$ cat config.mk
export PLATFORM = sky130hd
export DESIGN_NAME = pwm_multichannel_flat
export DESIGN_NICKNAME = d
export VERILOG_FILES = /design/src/rtl/pwm_multichannel_pkg.sv /design/src/rtl/pwm_multichannel_if.sv /design/src/rtl/pwm_multichannel_channel.sv /design/src/rtl/pwm_multichannel.sv /design/src/flat_wrapper.sv
export SDC_FILE = /design/constraint.sdc
export NUM_CORES = 1
export LEC_CHECK = 0
export CAP_MARGIN = 20
export CORE_MARGIN = 2
export CORE_UTILIZATION = 40
export CTS_CLUSTER_DIAMETER = 40
export DETAILED_ROUTE_END_ITERATION = 8
export HOLD_SLACK_MARGIN = 0.06
export PLACE_DENSITY = 0.75
export SLEW_MARGIN = 10
export SYNTH_ARGS = -nofsm -noshare
export SYNTH_HDL_FRONTEND = slang
export SYNTH_SLANG_ARGS = --single-unit
$ cat constraint.sdc
create_clock -name clk -period 16.5 [get_ports clk]
set_input_delay 3.3 -clock clk [delete_from_list [all_inputs] [get_ports clk]]
set_output_delay 3.3 -clock clk [all_outputs]
set_load 0.02 [all_outputs]
$ cat src/rtl/pwm_multichannel_pkg.sv
// Shared types and default sizing for the multichannel PWM block.
package pwm_pkg;

    typedef enum logic {
        PWM_EDGE   = 1'b0,
        PWM_CENTER = 1'b1
    } pwm_mode_e;

    typedef enum logic {
        UP   = 1'b0,
        DOWN = 1'b1
    } pwm_dir_e;

    localparam int DEF_NUM_CH  = 16;
    localparam int DEF_DUTY_W  = 8;
    localparam int DEF_PRESC_W = 8;

endpackage

$ cat src/rtl/pwm_multichannel_if.sv
// Register-bank side controls and pin-side outputs of the PWM block.
// PWM_INVERT_EN adds the per-channel polarity vector pol.
interface pwm_multichannel_if #(
    parameter int NUM_CH  = pwm_pkg::DEF_NUM_CH,
    parameter int DUTY_W  = pwm_pkg::DEF_DUTY_W,
    parameter int PRESC_W = pwm_pkg::DEF_PRESC_W
);
    logic [NUM_CH-1:0]        en_out;
    logic [NUM_CH-1:0]        en_pwm;
    logic [NUM_CH*DUTY_W-1:0] duty;
    logic                     center_mode;
    logic [PRESC_W-1:0]       prescale;
`ifdef PWM_INVERT_EN
    logic [NUM_CH-1:0]        pol;
`endif
    logic [NUM_CH-1:0]        out;
    logic                     period_start;

    modport master (
        output en_out,
        output en_pwm,
        output duty,
        output center_mode,
        output prescale,
`ifdef PWM_INVERT_EN
        output pol,
`endif
        input  out,
        input  period_start
    );

    modport slave (
        input  en_out,
        input  en_pwm,
        input  duty,
        input  center_mode,
        input  prescale,
`ifdef PWM_INVERT_EN
        input  pol,
`endif
        output out,
        output period_start
    );

endinterface

$ cat src/rtl/pwm_multichannel_channel.sv
// One PWM channel: duty shadow loaded at the period boundary, compare, registered pin.
// PWM_INVERT_EN adds i_pol, which inverts the PWM level of enabled PWM channels.
module pwm_channel #(
    parameter int DUTY_W = pwm_pkg::DEF_DUTY_W
) (
    input  logic              clk,
    input  logic              rst,
    input  logic              i_load,
    input  logic [DUTY_W-1:0] i_duty,
    input  logic [DUTY_W-1:0] i_cnt,
    input  logic              i_en_out,
    input  logic              i_en_pwm,
`ifdef PWM_INVERT_EN
    input  logic              i_pol,
`endif
    output logic              o_out
);
    logic [DUTY_W-1:0] r_duty;
    logic              w_level;
    logic              w_pwm;

    always_ff @(posedge clk or posedge rst) begin
        if (rst) begin
            r_duty <= '0;
        end else if (i_load) begin
            r_duty <= i_duty;
        end
    end

    // Full-scale duty must stay high even at cnt == MAX.
    assign w_level = (r_duty == '1) || (i_cnt < r_duty);

`ifdef PWM_INVERT_EN
    assign w_pwm = w_level ^ i_pol;
`else
    assign w_pwm = w_level;
`endif

    always_ff @(posedge clk or posedge rst) begin
        if (rst) begin
            o_out <= 1'b0;
        end else begin
            o_out <= i_en_out & (i_en_pwm ? w_pwm : 1'b1);
        end
    end

endmodule

$ cat src/rtl/pwm_multichannel.sv
// NUM_CH-channel PWM: prescaler, shared edge/center counter, boundary-shadowed duty and mode.
// Optional PWM_INVERT_EN adds per-channel output polarity (pol).
module pwm_multichannel
    import pwm_pkg::*;
#(
    parameter int NUM_CH  = DEF_NUM_CH,
    parameter int DUTY_W  = DEF_DUTY_W,
    parameter int PRESC_W = DEF_PRESC_W
) (
    input  logic clk,
    input  logic rst,
    pwm_multichannel_if.slave bus
);
    localparam logic [DUTY_W-1:0] MAX = '1;

    logic [PRESC_W-1:0] r_psc;
    logic               w_tick;
    logic [DUTY_W-1:0]  r_cnt;
    logic [DUTY_W-1:0]  w_cnt_nxt;
    pwm_dir_e           r_dir;
    pwm_dir_e           w_dir_nxt;
    pwm_mode_e          r_mode;
    logic               w_bnd;
    logic               r_bnd;
    logic               r_period_start;
    logic [NUM_CH-1:0]  w_out;

    // A shrinking prescale lets the count run past it to all-ones and wrap naturally.
    assign w_tick = (r_psc == bus.prescale);

    always_ff @(posedge clk or posedge rst) begin
        if (rst) begin
            r_psc <= '0;
        end else if (w_tick) begin
            r_psc <= '0;
        end else begin
            r_psc <= r_psc + PRESC_W'(1);
        end
    end

    always_comb begin
        w_cnt_nxt = r_cnt;
        w_dir_nxt = r_dir;
        if (r_mode == PWM_EDGE) begin
            w_cnt_nxt = r_cnt + DUTY_W'(1);
            w_dir_nxt = UP;
        end else if (r_dir == UP) begin
            w_cnt_nxt = r_cnt + DUTY_W'(1);
            if (w_cnt_nxt == MAX) begin
                w_dir_nxt = DOWN;
            end
        end else begin
            w_cnt_nxt = r_cnt - DUTY_W'(1);
            if (w_cnt_nxt == '0) begin
                w_dir_nxt = UP;
            end
        end
    end

    assign w_bnd = w_tick && (w_cnt_nxt == '0);

    always_ff @(posedge clk or posedge rst) begin
        if (rst) begin
            r_cnt  <= '0;
            r_dir  <= UP;
            r_mode <= PWM_EDGE;
        end else if (w_tick) begin
            r_cnt <= w_cnt_nxt;
            // A mode change at the boundary always restarts counting upward from 0.
            r_dir <= w_bnd ? UP : w_dir_nxt;
            if (w_bnd) begin
                r_mode <= bus.center_mode ? PWM_CENTER : PWM_EDGE;
            end
        end
    end

    // Two stages so the pulse lines up with the first output of the new period.
    always_ff @(posedge clk or posedge rst) begin
        if (rst) begin
            r_bnd          <= 1'b0;
            r_period_start <= 1'b0;
        end else begin
            r_bnd          <= w_bnd;
            r_period_start <= r_bnd;
        end
    end

    for (genvar c = 0; c < NUM_CH; c++) begin : g_ch
        pwm_channel #(
            .DUTY_W (DUTY_W)
        ) u_ch (
            .clk      (clk),
            .rst      (rst),
            .i_load   (w_bnd),
            .i_duty   (bus.duty[c*DUTY_W +: DUTY_W]),
            .i_cnt    (r_cnt),
            .i_en_out (bus.en_out[c]),
            .i_en_pwm (bus.en_pwm[c]),
`ifdef PWM_INVERT_EN
            .i_pol    (bus.pol[c]),
`endif
            .o_out    (w_out[c])
        );
    end

    assign bus.out          = w_out;
    assign bus.period_start = r_period_start;

endmodule
$ cat src/flat_wrapper.sv
// flat-port wrapper written by rule: the top's interface ports become plain ports
module pwm_multichannel_flat import pwm_pkg::*;
#(
    parameter int NUM_CH  = DEF_NUM_CH,
    parameter int DUTY_W  = DEF_DUTY_W,
    parameter int PRESC_W = DEF_PRESC_W
)
  (clk, rst, bus_en_out, bus_en_pwm, bus_duty, bus_center_mode, bus_prescale, bus_out, bus_period_start);
  pwm_multichannel_if #(.NUM_CH(NUM_CH), .DUTY_W(DUTY_W), .PRESC_W(PRESC_W)) bus_i ();
  input  logic clk;
  input  logic rst;
  input wire logic [$bits(bus_i.en_out)-1:0] bus_en_out;
  input wire logic [$bits(bus_i.en_pwm)-1:0] bus_en_pwm;
  input wire logic [$bits(bus_i.duty)-1:0] bus_duty;
  input wire logic [$bits(bus_i.center_mode)-1:0] bus_center_mode;
  input wire logic [$bits(bus_i.prescale)-1:0] bus_prescale;
  output wire logic [$bits(bus_i.out)-1:0] bus_out;
  output wire logic [$bits(bus_i.period_start)-1:0] bus_period_start;
  assign bus_i.en_out = bus_en_out;
  assign bus_i.en_pwm = bus_en_pwm;
  assign bus_i.duty = bus_duty;
  assign bus_i.center_mode = bus_center_mode;
  assign bus_i.prescale = bus_prescale;
  assign bus_out = bus_i.out;
  assign bus_period_start = bus_i.period_start;
  pwm_multichannel #(.NUM_CH(NUM_CH), .DUTY_W(DUTY_W), .PRESC_W(PRESC_W)) u_core (.clk(clk), .rst(rst), .bus(bus_i));
endmodule
==> run metrics, run 1 <==
status complete, no violations; Clock Pin Slew Worst Setup and Hold Paths 0.07 ns; routed len/inst 16.86 um; Post-synth ARST share 1.000; Die H 163.5 um; maxcap violations 0; Hold Vio Cnt, Final 0; Layout fillers 2295; Core Area 25110 um2; crit share post-route 0.3642; Worst Hold Path EP u_core.bus.period_start$_DFF_PP0_; Area contributors post-synth dfrtp_1, mux2_4, ha_1; Synth Instances 926; Max IR drop VDD 58.58 uV; Final nets 1393; DP Area 12230 um2; xor-xnor portion of the synthesized cell area 0.02581; ratio of cells with drive above 1 in the final layout 0.1565; clk_lat worst skew 0.43 ns; WP data arrival 6.31 ns; final setup violation count 0; Post-Syn Area 10180 um2; Site Rows 58; Post-CTS Setup Bufs 0; R2R Setup Slk 12.03 ns; reg2reg start u_core.r_cnt[0]$_DFFE_PP0N_; syn_nets 1214; Final Slew Violations 0; vias per inst 5.079; Syn-to-layout area delta 26.04%; Lkg Pwr 0.005958 uW; initial core utilization 0.4054; worst hold-check path type flip-flop to flip-flop; top_reg_cell synth dfrtp_1; GP Congestion 0.8103; adder-cell area share of the yosys netlist 0.1438; HPWL after DPL 16790 um; Commonest cells post-synth dfrtp_1, inv_1, ha_1, mux2_4, o21ai_0; cell taking the most area after synthesis dfrtp_1; CP Class input pin to flip-flop; Tmin final 6.010 ns; Synth Area in Compound Gates 0.09207; Ys Warns 0; Core Util, Final 0.5109; syn_area_per_cell 10.99 um2; Multi-input gate area 5243 um2; clock buffer count from CTS 17; smallest hold slack 0.3565 ns; die width 163.5 um; worst-path fanout max 54; H-tree depth 4; drt initial violations 420; r2r worst-path depth 9; RSZ-0062 raised after global routing false; antenna violations before repair 0; vias in the first global route 7689; largest family of logic cells by synthesized area multiplexers; crit start category input pin; final WL 24420 um; simple-gate area share of the yosys netlist 0.06908; clk root buf clkbuf_16; CTS tree done; Diodes inserted 0; Die ar. 26740 um2; cell area after layout 12830 um2; DRC 0; I/O Buffers 187; antenna-violating nets left 0; post-synthesis mux area share 0.1843; Hold Path Depth 0; number of hold buffers added after cts 0; setup total negative slack 0 ns; share of the synthesized area in the top cell type 0.4032; maximum root-to-sink buffer count 2; Worst-Margin Slew 1.025 ns; Overall Power 1343 uW; CP Capture Type flip-flop; sequential share of the synthesized area 0.4032; Via Count 7355; Achievable Freq 166.4 MHz; skew final 0.008669 ns; GR Overflow Total 0; first-pass GRT wire length 38670 um; min-delay src u_core.r_bnd$_DFF_PP0_; drt pass-1 iters 4; Seq cells post-synth 164; most frequent cell after synthesis dfrtp_1; max_slew headroom 0.3166; number of flops mapped to enable cells by yosys 0; Req. time, crit path 16.80 ns; Gates resized, CTS repair 0; PwrDens 104.7 nW/um2; Storage cell area 4105 um2; post-synth cell types 40; Ports 188; largest net degree at the start of global routing 87; GRT Util Overall 0.1861; CTS sink count 164; reg2reg end u_core.g_ch[2].u_ch.r_duty[1]$_DFFE_PP0P_
## cells in the final DEF (no fill, tap or decap), types with 8 or more instances in the layout
cell and instances:
mux2_2 19, o21ai_0 94, nand2_1 30, dfrtp_1 163, a21boi_0 32, nand4_1 36
xnor2_1 23, nand3_1 8, nor2_1 56, mux2_4 110, clkdlybuf4s50_1 187, inv_1 138
a21oi_1 20, ha_1 117, buf_4 10, clkbuf_16 17
## worst max-delay path, stage by stage
cell and delay, ns:
clkdlybuf4s50_1 0.48, xnor2_1 0.13, nand4_1 0.15, nor2_1 0.13, buf_4 0.25, nand3_1 0.13, or4_4 0.73, buf_4 0.50
mux2_4 0.43
## layer usage
layer	up-vias	part of all wire	GRT usage
li1	3544	-	-
met1	3608	0.44	0.2298
met2	172	0.49	0.3280
met3	31	0.047	0.03911
met4	0	0.016	0.05303
met5	-	0	0
## per-stage QoR
stage	std cells	setup WS (ns)
floorplan	926	8.767
global placement	1415	10.13
detailed placement	1415	10.05
CTS	1447	10.50
global route	1448	10.39
finish	1448	10.49
## cell type report
class	instances	share of cell area
Timing Repair Buffer	198	0.1539
Clock buffer	24	0.03833
Clock inverter	8	0.005852
Tap cell	330	0.03219
Multi-Input combinational cell	585	0.4087
Inverter	139	0.04106
Sequential cell	164	0.3200
## registers in the layout, indices dropped and copies added, names as in the netlist
| register | flops |
|---|---|
| u_core.g_ch.u_ch.r_duty | 128 |
| u_core.g_ch.u_ch.o_out | 16 |
| u_core.r_cnt | 8 |
| u_core.r_psc | 8 |
| u_core.bus.period_start | 1 |
| u_core.r_bnd | 1 |
| u_core.r_dir | 1 |
| u_core.r_mode | 1 |
## report_power, final
part           internal [uW]  total, uW  switching [uW]
logic                    227        413             186
registers                474        541            66.9
clock network            223        389             166
## cells by family after synthesis
family                     after synthesis
muxes                                  130
and+or+nand+nor                        147
xor gates and xnor gates                30
AOI/OAI and AO/OA                      161
DFF                                    164
adders and majority gates              117
buffers and inverters                  177
## worst max-delay path by stage
stage | start | endpoint | slack [ns] | depth (start not counted)
global route | bus_prescale[0] | u_core.g_ch[3].u_ch.r_duty[7]$_DFFE_PP0P_ | 10.39 | 9
detailed placement | bus_prescale[0] | u_core.g_ch[3].u_ch.r_duty[1]$_DFFE_PP0P_ | 10.05 | 9
finish | bus_prescale[0] | u_core.g_ch[2].u_ch.r_duty[1]$_DFFE_PP0P_ | 10.49 | 9
global placement | bus_prescale[7] | u_core.g_ch[3].u_ch.r_duty[7]$_DFFE_PP0P_ | 10.13 | 9
CTS | bus_prescale[0] | u_core.g_ch[1].u_ch.r_duty[0]$_DFFE_PP0P_ | 10.50 | 9
floorplan | rst | u_core.bus.period_start$_DFF_PP0_ | 8.77 | 1
(Power assumes the default switching activity.)
==> run 2: changes to the inputs <==
==> constraint.sdc (replaced) <==
create_clock -name clk -period 5.8 [get_ports clk]
set_input_delay 1.16 -clock clk [delete_from_list [all_inputs] [get_ports clk]]
set_output_delay 1.16 -clock clk [all_outputs]
set_load 0.02 [all_outputs]
==> run 2 against run 1 <==
Effect of this change: routed wire length shrank 2.1%; register-to-register slack lost 9.8 ns; sequential power grew to 2.8 times the previous value; cell area grew 0.52%; combinational power grew to 2.8 times the previous value; non-clock buffer count grew 3; first-iteration DRC count shrank 11%; core utilization grew 0.26 points; clock skew grew 0.0057 ns; critical path depth grew 1.
==> run metrics, run 2 (synthesis results as in run 1) <==
Diodes inserted 0; GRT Util Overall 0.1837; setup total negative slack 0 ns; WP data arrival 3.83 ns; worst-path fanout max 41; Max IR drop VDD 164.6 uV; Hold Vio Cnt, Final 0; commonest non-fill, non-tap cells in the layout clkdlybuf4s50_1, dfrtp_1, inv_1, ha_1, mux2_4; Post-CTS Setup Bufs 0; commonest non-fill, non-tap cell in the layout clkdlybuf4s50_1; Syn-to-layout area delta 26.69%; Tmin final 3.529 ns; maximum root-to-sink buffer count 2; Gates resized, CTS repair 0; status complete, no violations; Final Slew Violations 0; cell area after layout 12890 um2; CP Class flip-flop to flip-flop; routed len/inst 16.48 um; Site Rows 58; HPWL after DPL 16650 um; number of hold buffers added after cts 0; Achievable Freq 283.4 MHz; smallest hold slack 0.3500 ns; drt pass-1 iters 4; min-delay src u_core.r_bnd$_DFF_PP0_; vias in the first global route 7462; Worst-Margin Slew 0.7690 ns; reg2reg end u_core.g_ch[2].u_ch.r_duty[1]$_DFFE_PP0P_; antenna violations before repair 0; CTS tree done; first-pass GRT wire length 37950 um; Ports 188; clk_lat worst skew 0.42 ns; max_slew headroom 0.4873; Lkg Pwr 0.005992 uW; Die ar. 26740 um2; reg2reg start u_core.r_cnt[1]$_DFFE_PP0N_; CP Capture Type flip-flop; PwrDens 298.7 nW/um2; Final nets 1396; GR Overflow Total 0; Die H 163.5 um; final setup violation count 0; r2r worst-path depth 10; worst hold-check path type flip-flop to flip-flop; crit share post-route 0.6085; largest net degree at the start of global routing 75; Worst Hold Path EP u_core.bus.period_start$_DFF_PP0_; DRC 0; RSZ-0062 raised after global routing false; Hold Path Depth 0; H-tree depth 4; Core Area 25110 um2; R2R Setup Slk 2.27 ns; I/O Buffers 187; clock buffer count from CTS 17; ratio of cells with drive above 1 in the final layout 0.1606; DP Area 12250 um2; vias per inst 4.962; CTS sink count 164; skew final 0.01439 ns; GP Congestion 0.8109; Via Count 7200; maxcap violations 0; max reg flops 128; drt initial violations 373; clk root buf clkbuf_16; Clock Pin Slew Worst Setup and Hold Paths 0.07 ns; Req. time, crit path 6.10 ns; crit start category flip-flop; antenna-violating nets left 0; Largest Register u_core.g_ch.u_ch.r_duty; top flop regs u_core.g_ch.u_ch.r_duty x128, u_core.g_ch.u_ch.o_out x16; final WL 23910 um; initial core utilization 0.4054; die width 163.5 um
-- run 2: cell types whose count changed in the layout (fill, tap and decap cells not counted), moves of 2 or more --
cell,previous run,this run
clkbuf_1,3,1
buf_4,10,12
clkbuf_8,4,1
clkinv_2,3,1
inv_6,1,5
clkinv_4,0,2
-- run 2: where the power goes --
group          internal (uW)  switching [uW]  leakage (uW)  total (uW)
Clock                    653             497      0.000277        1150
Sequential              1350             186       0.00224        1530
Combinational            646             522       0.00347        1170
Total                   2650            1210       0.00599        3850
-- run 2: area by class of cell --
cell class | count | area [um2]
timing repair buffer | 201 | 2017
multi-input combinational | 585 | 5243
inverter | 139 | 526.8
clock inverter | 13 | 147.6
clock buffer | 19 | 442.9
tap | 330 | 412.9
fill | 2230 | 12210
sequential | 164 | 4105
-- run 2: worst max-delay path by stage --
stage | startpoint | end | slack, ns | cells after the start
after detailed placement | bus_prescale[3] | u_core.g_ch[4].u_ch.r_duty[7]$_DFFE_PP0P_ | 2.01 | 8
final | u_core.r_cnt[1]$_DFFE_PP0N_ | u_core.g_ch[2].u_ch.r_duty[1]$_DFFE_PP0P_ | 2.27 | 10
after CTS | u_core.r_cnt[1]$_DFFE_PP0N_ | u_core.g_ch[11].u_ch.r_duty[2]$_DFFE_PP0P_ | 2.00 | 9
after floorplan | rst | u_core.bus.period_start$_DFF_PP0_ | 0.21 | 1
after global placement | u_core.r_cnt[1]$_DFFE_PP0N_ | u_core.g_ch[10].u_ch.r_duty[4]$_DFFE_PP0P_ | 2.04 | 9
after global routing | u_core.r_cnt[1]$_DFFE_PP0N_ | u_core.g_ch[2].u_ch.r_duty[1]$_DFFE_PP0P_ | 2.06 | 10
-- run 2: worst max-delay path: stages, from the launching register on --
cell and delay (ns):
dfrtp_1 0.71, ha_1 0.37, nand3_1 0.14, or3_1 0.40
nand3_1 0.14, o32ai_1 0.11, mux2i_1 0.27, or4_4 0.20
buf_4 0.37, buf_16 0.32, mux2_4 0.34
-- run 2: metrics by stage --
stage          instances  worst slack, ns  power (uW)  utilization
2_1_floorplan        926           0.2067        2342            -
3_3_place_gp        1417            2.036        2691       0.4878
3_5_place_dp        1417            2.010        2729       0.4878
4_1_cts             1449            2.002        3905       0.5114
5_1_grt             1451            2.063        4117       0.5136
6_report            1451            2.271        3852       0.5136
-- run 2: metal layers --
layer,part of all wire,GRT usage
met2,0.49,0.3237
met1,0.45,0.2306
met3,0.046,0.03911
met4,0.013,0.04187
met5,0,0
==> run 3: changes to the inputs <==
==> constraint.sdc (replaced) <==
create_clock -name clk -period 3.4 [get_ports clk]
set_input_delay 0.68 -clock clk [delete_from_list [all_inputs] [get_ports clk]]
set_output_delay 0.68 -clock clk [all_outputs]
set_load 0.02 [all_outputs]
==> run 3 against run 2 <==
Effect of this change: maximum frequency is 15% higher; non-clock buffer count is 6 higher; routed wire length is 1.8% higher; flip-flop and latch count stayed put; highest routed layer unchanged.
==> run metrics, run 3 (synthesis results as in run 1) <==
CP Class flip-flop to flip-flop; Clock Pin Slew Worst Setup and Hold Paths 0.07 ns; setup total negative slack 0 ns; H-tree depth 4; min-delay src u_core.r_bnd$_DFF_PP0_; met3 wire len 1325 um; die width 163.5 um; met2 WL 12090 um; max_slew headroom 0.6378; Site Rows 58; clk_lat worst skew 0.43 ns; first-pass GRT wire length 39250 um; Core Util, Final 0.5157; maximum root-to-sink buffer count 2; r2r worst-path depth 9; clock buffer count from CTS 17; Worst Hold Path EP u_core.bus.period_start$_DFF_PP0_; drt pass-1 iters 4; CTS tree done; Hold Vio Cnt, Final 0; Largest Register u_core.g_ch.u_ch.r_duty; crit share post-route 0.8994; reg2reg start u_core.r_cnt[0]$_DFFE_PP0N_; ratio of cells with drive above 1 in the final layout 0.1642; Syn-to-layout area delta 27.22%; Lkg Pwr 0.006028 uW; Max IR drop VDD 301.0 uV; GRT Util Overall 0.1900; HPWL after DPL 17440 um; wl on met1 10550 um; reg2reg end u_core.g_ch[4].u_ch.r_duty[1]$_DFFE_PP0P_; Gates resized, CTS repair 0; Final nets 1402; initial core utilization 0.4054; Via Count 7305; Storage cell area 4105 um2; Req. time, crit path 3.71 ns; GR Overflow Total 0; RSZ-0062 raised after global routing false; final WL 24330 um; Die ar. 26740 um2; worst hold-check path type flip-flop to flip-flop; antenna violations before repair 0; vias in the first global route 7679; commonest non-fill, non-tap cells in the layout clkdlybuf4s50_1, dfrtp_1, inv_1, ha_1, mux2_4; GP Congestion 0.8267; Tmin final 3.058 ns; final setup violation count 0; Layout fillers 2261; Worst-Margin Slew 0.5432 ns; Die H 163.5 um; Post-CTS Setup Bufs 0; Achievable Freq 327.0 MHz; max reg flops 128; worst-path fanout max 73; clk root buf clkbuf_16; # placed instances 1425; Hold Path Depth 0; Multi-input gate area 5243 um2; maxcap violations 0; R2R Setup Slk 0.34 ns; largest net degree at the start of global routing 74; antenna-violating nets left 0; status complete, no violations; routed len/inst 16.69 um; vias per inst 5.010; highest routed layer met4; DRC 0; commonest non-fill, non-tap cell in the layout clkdlybuf4s50_1; drt initial violations 359; number of hold buffers added after cts 0; non-filler cells, final 1458; CTS sink count 164; CP Capture Type flip-flop; PwrDens 507.9 nW/um2; I/O Buffers 187; crit start category flip-flop; Core Area 25110 um2; WP data arrival 3.37 ns; top flop regs u_core.g_ch.u_ch.r_duty x128, u_core.g_ch.u_ch.o_out x16; Final Slew Violations 0; Ports 188; skew final 0.01311 ns; Overall Power 6577 uW
[run 3: changes by cell type in the layout (fill, tap and decap cells not counted)]
cell	before	now
buf_12	0	4
buf_16	2	0
buf_4	12	16
clkbuf_1	1	2
clkbuf_8	1	2
clkinv_2	1	2
clkinv_4	2	3
diode_2	0	1
inv_6	5	1
[run 3: final cells by class]
class	instances	share of cell area
Multi-Input combinational cell	585	0.4049
Tap cell	330	0.03189
Clock inverter	11	0.009856
Antenna cell	1	0.0001933
Clock buffer	21	0.03556
Inverter	139	0.04058
Timing Repair Buffer	207	0.1600
Sequential cell	164	0.3170
[run 3: worst max path at each step]
stage                                                             to                        start  cells past startpoint  slack (ns)
after floorplan            u_core.g_ch[0].u_ch.r_duty[0]$_DFFE_PP0P_  u_core.r_cnt[0]$_DFFE_PP0N_                     11        0.35
after global placement     u_core.g_ch[4].u_ch.r_duty[4]$_DFFE_PP0P_              bus_prescale[7]                      8        0.34
after detailed placement   u_core.g_ch[5].u_ch.r_duty[4]$_DFFE_PP0P_              bus_prescale[3]                      8        0.27
after CTS                 u_core.g_ch[10].u_ch.r_duty[3]$_DFFE_PP0P_  u_core.r_cnt[0]$_DFFE_PP0N_                      9        0.35
after global routing      u_core.g_ch[10].u_ch.r_duty[3]$_DFFE_PP0P_  u_core.r_cnt[0]$_DFFE_PP0N_                      9        0.19
final                      u_core.g_ch[4].u_ch.r_duty[1]$_DFFE_PP0P_  u_core.r_cnt[0]$_DFFE_PP0N_                      9        0.34
[run 3: through the flow]
stage / setup WS, ns / hold slack (ns) / area [um2]
floorplan: 0.3510 / 0.3312 / 10180
global route: 0.1933 / 0.3700 / 12950
global placement: 0.3437 / 0.3365 / 12360
finish: 0.3419 / 0.3566 / 12950
CTS: 0.3467 / 0.3591 / 12950
detailed placement: 0.2693 / 0.3434 / 12360
[run 3: critical path, cell delays in order, from the launching register on]
cell	delay (ns)
dfrtp_1	0.49
inv_1	0.12
ha_1	0.27
nand2_1	0.10
o32ai_1	0.37
xor2_1	0.15
or2_0	0.26
or4_4	0.47
buf_12	0.26
mux2_4	0.36
[run 3: routing by layer]
| layer | vias to the layer above | track usage |
|---|---|---|
| li1 | 3555 | - |
| met1 | 3553 | 0.2295 |
| met2 | 174 | 0.3349 |
| met3 | 23 | 0.04850 |
| met4 | 0 | 0.05343 |
| met5 | - | 0 |
[run 3: power by group]
group          leakage [uW]  switching [uW]  internal [uW]  total [uW]
sequential          0.00224             278           2300        2580
combinational       0.00350             926           1110        2040
clock              0.000280             836           1120        1960
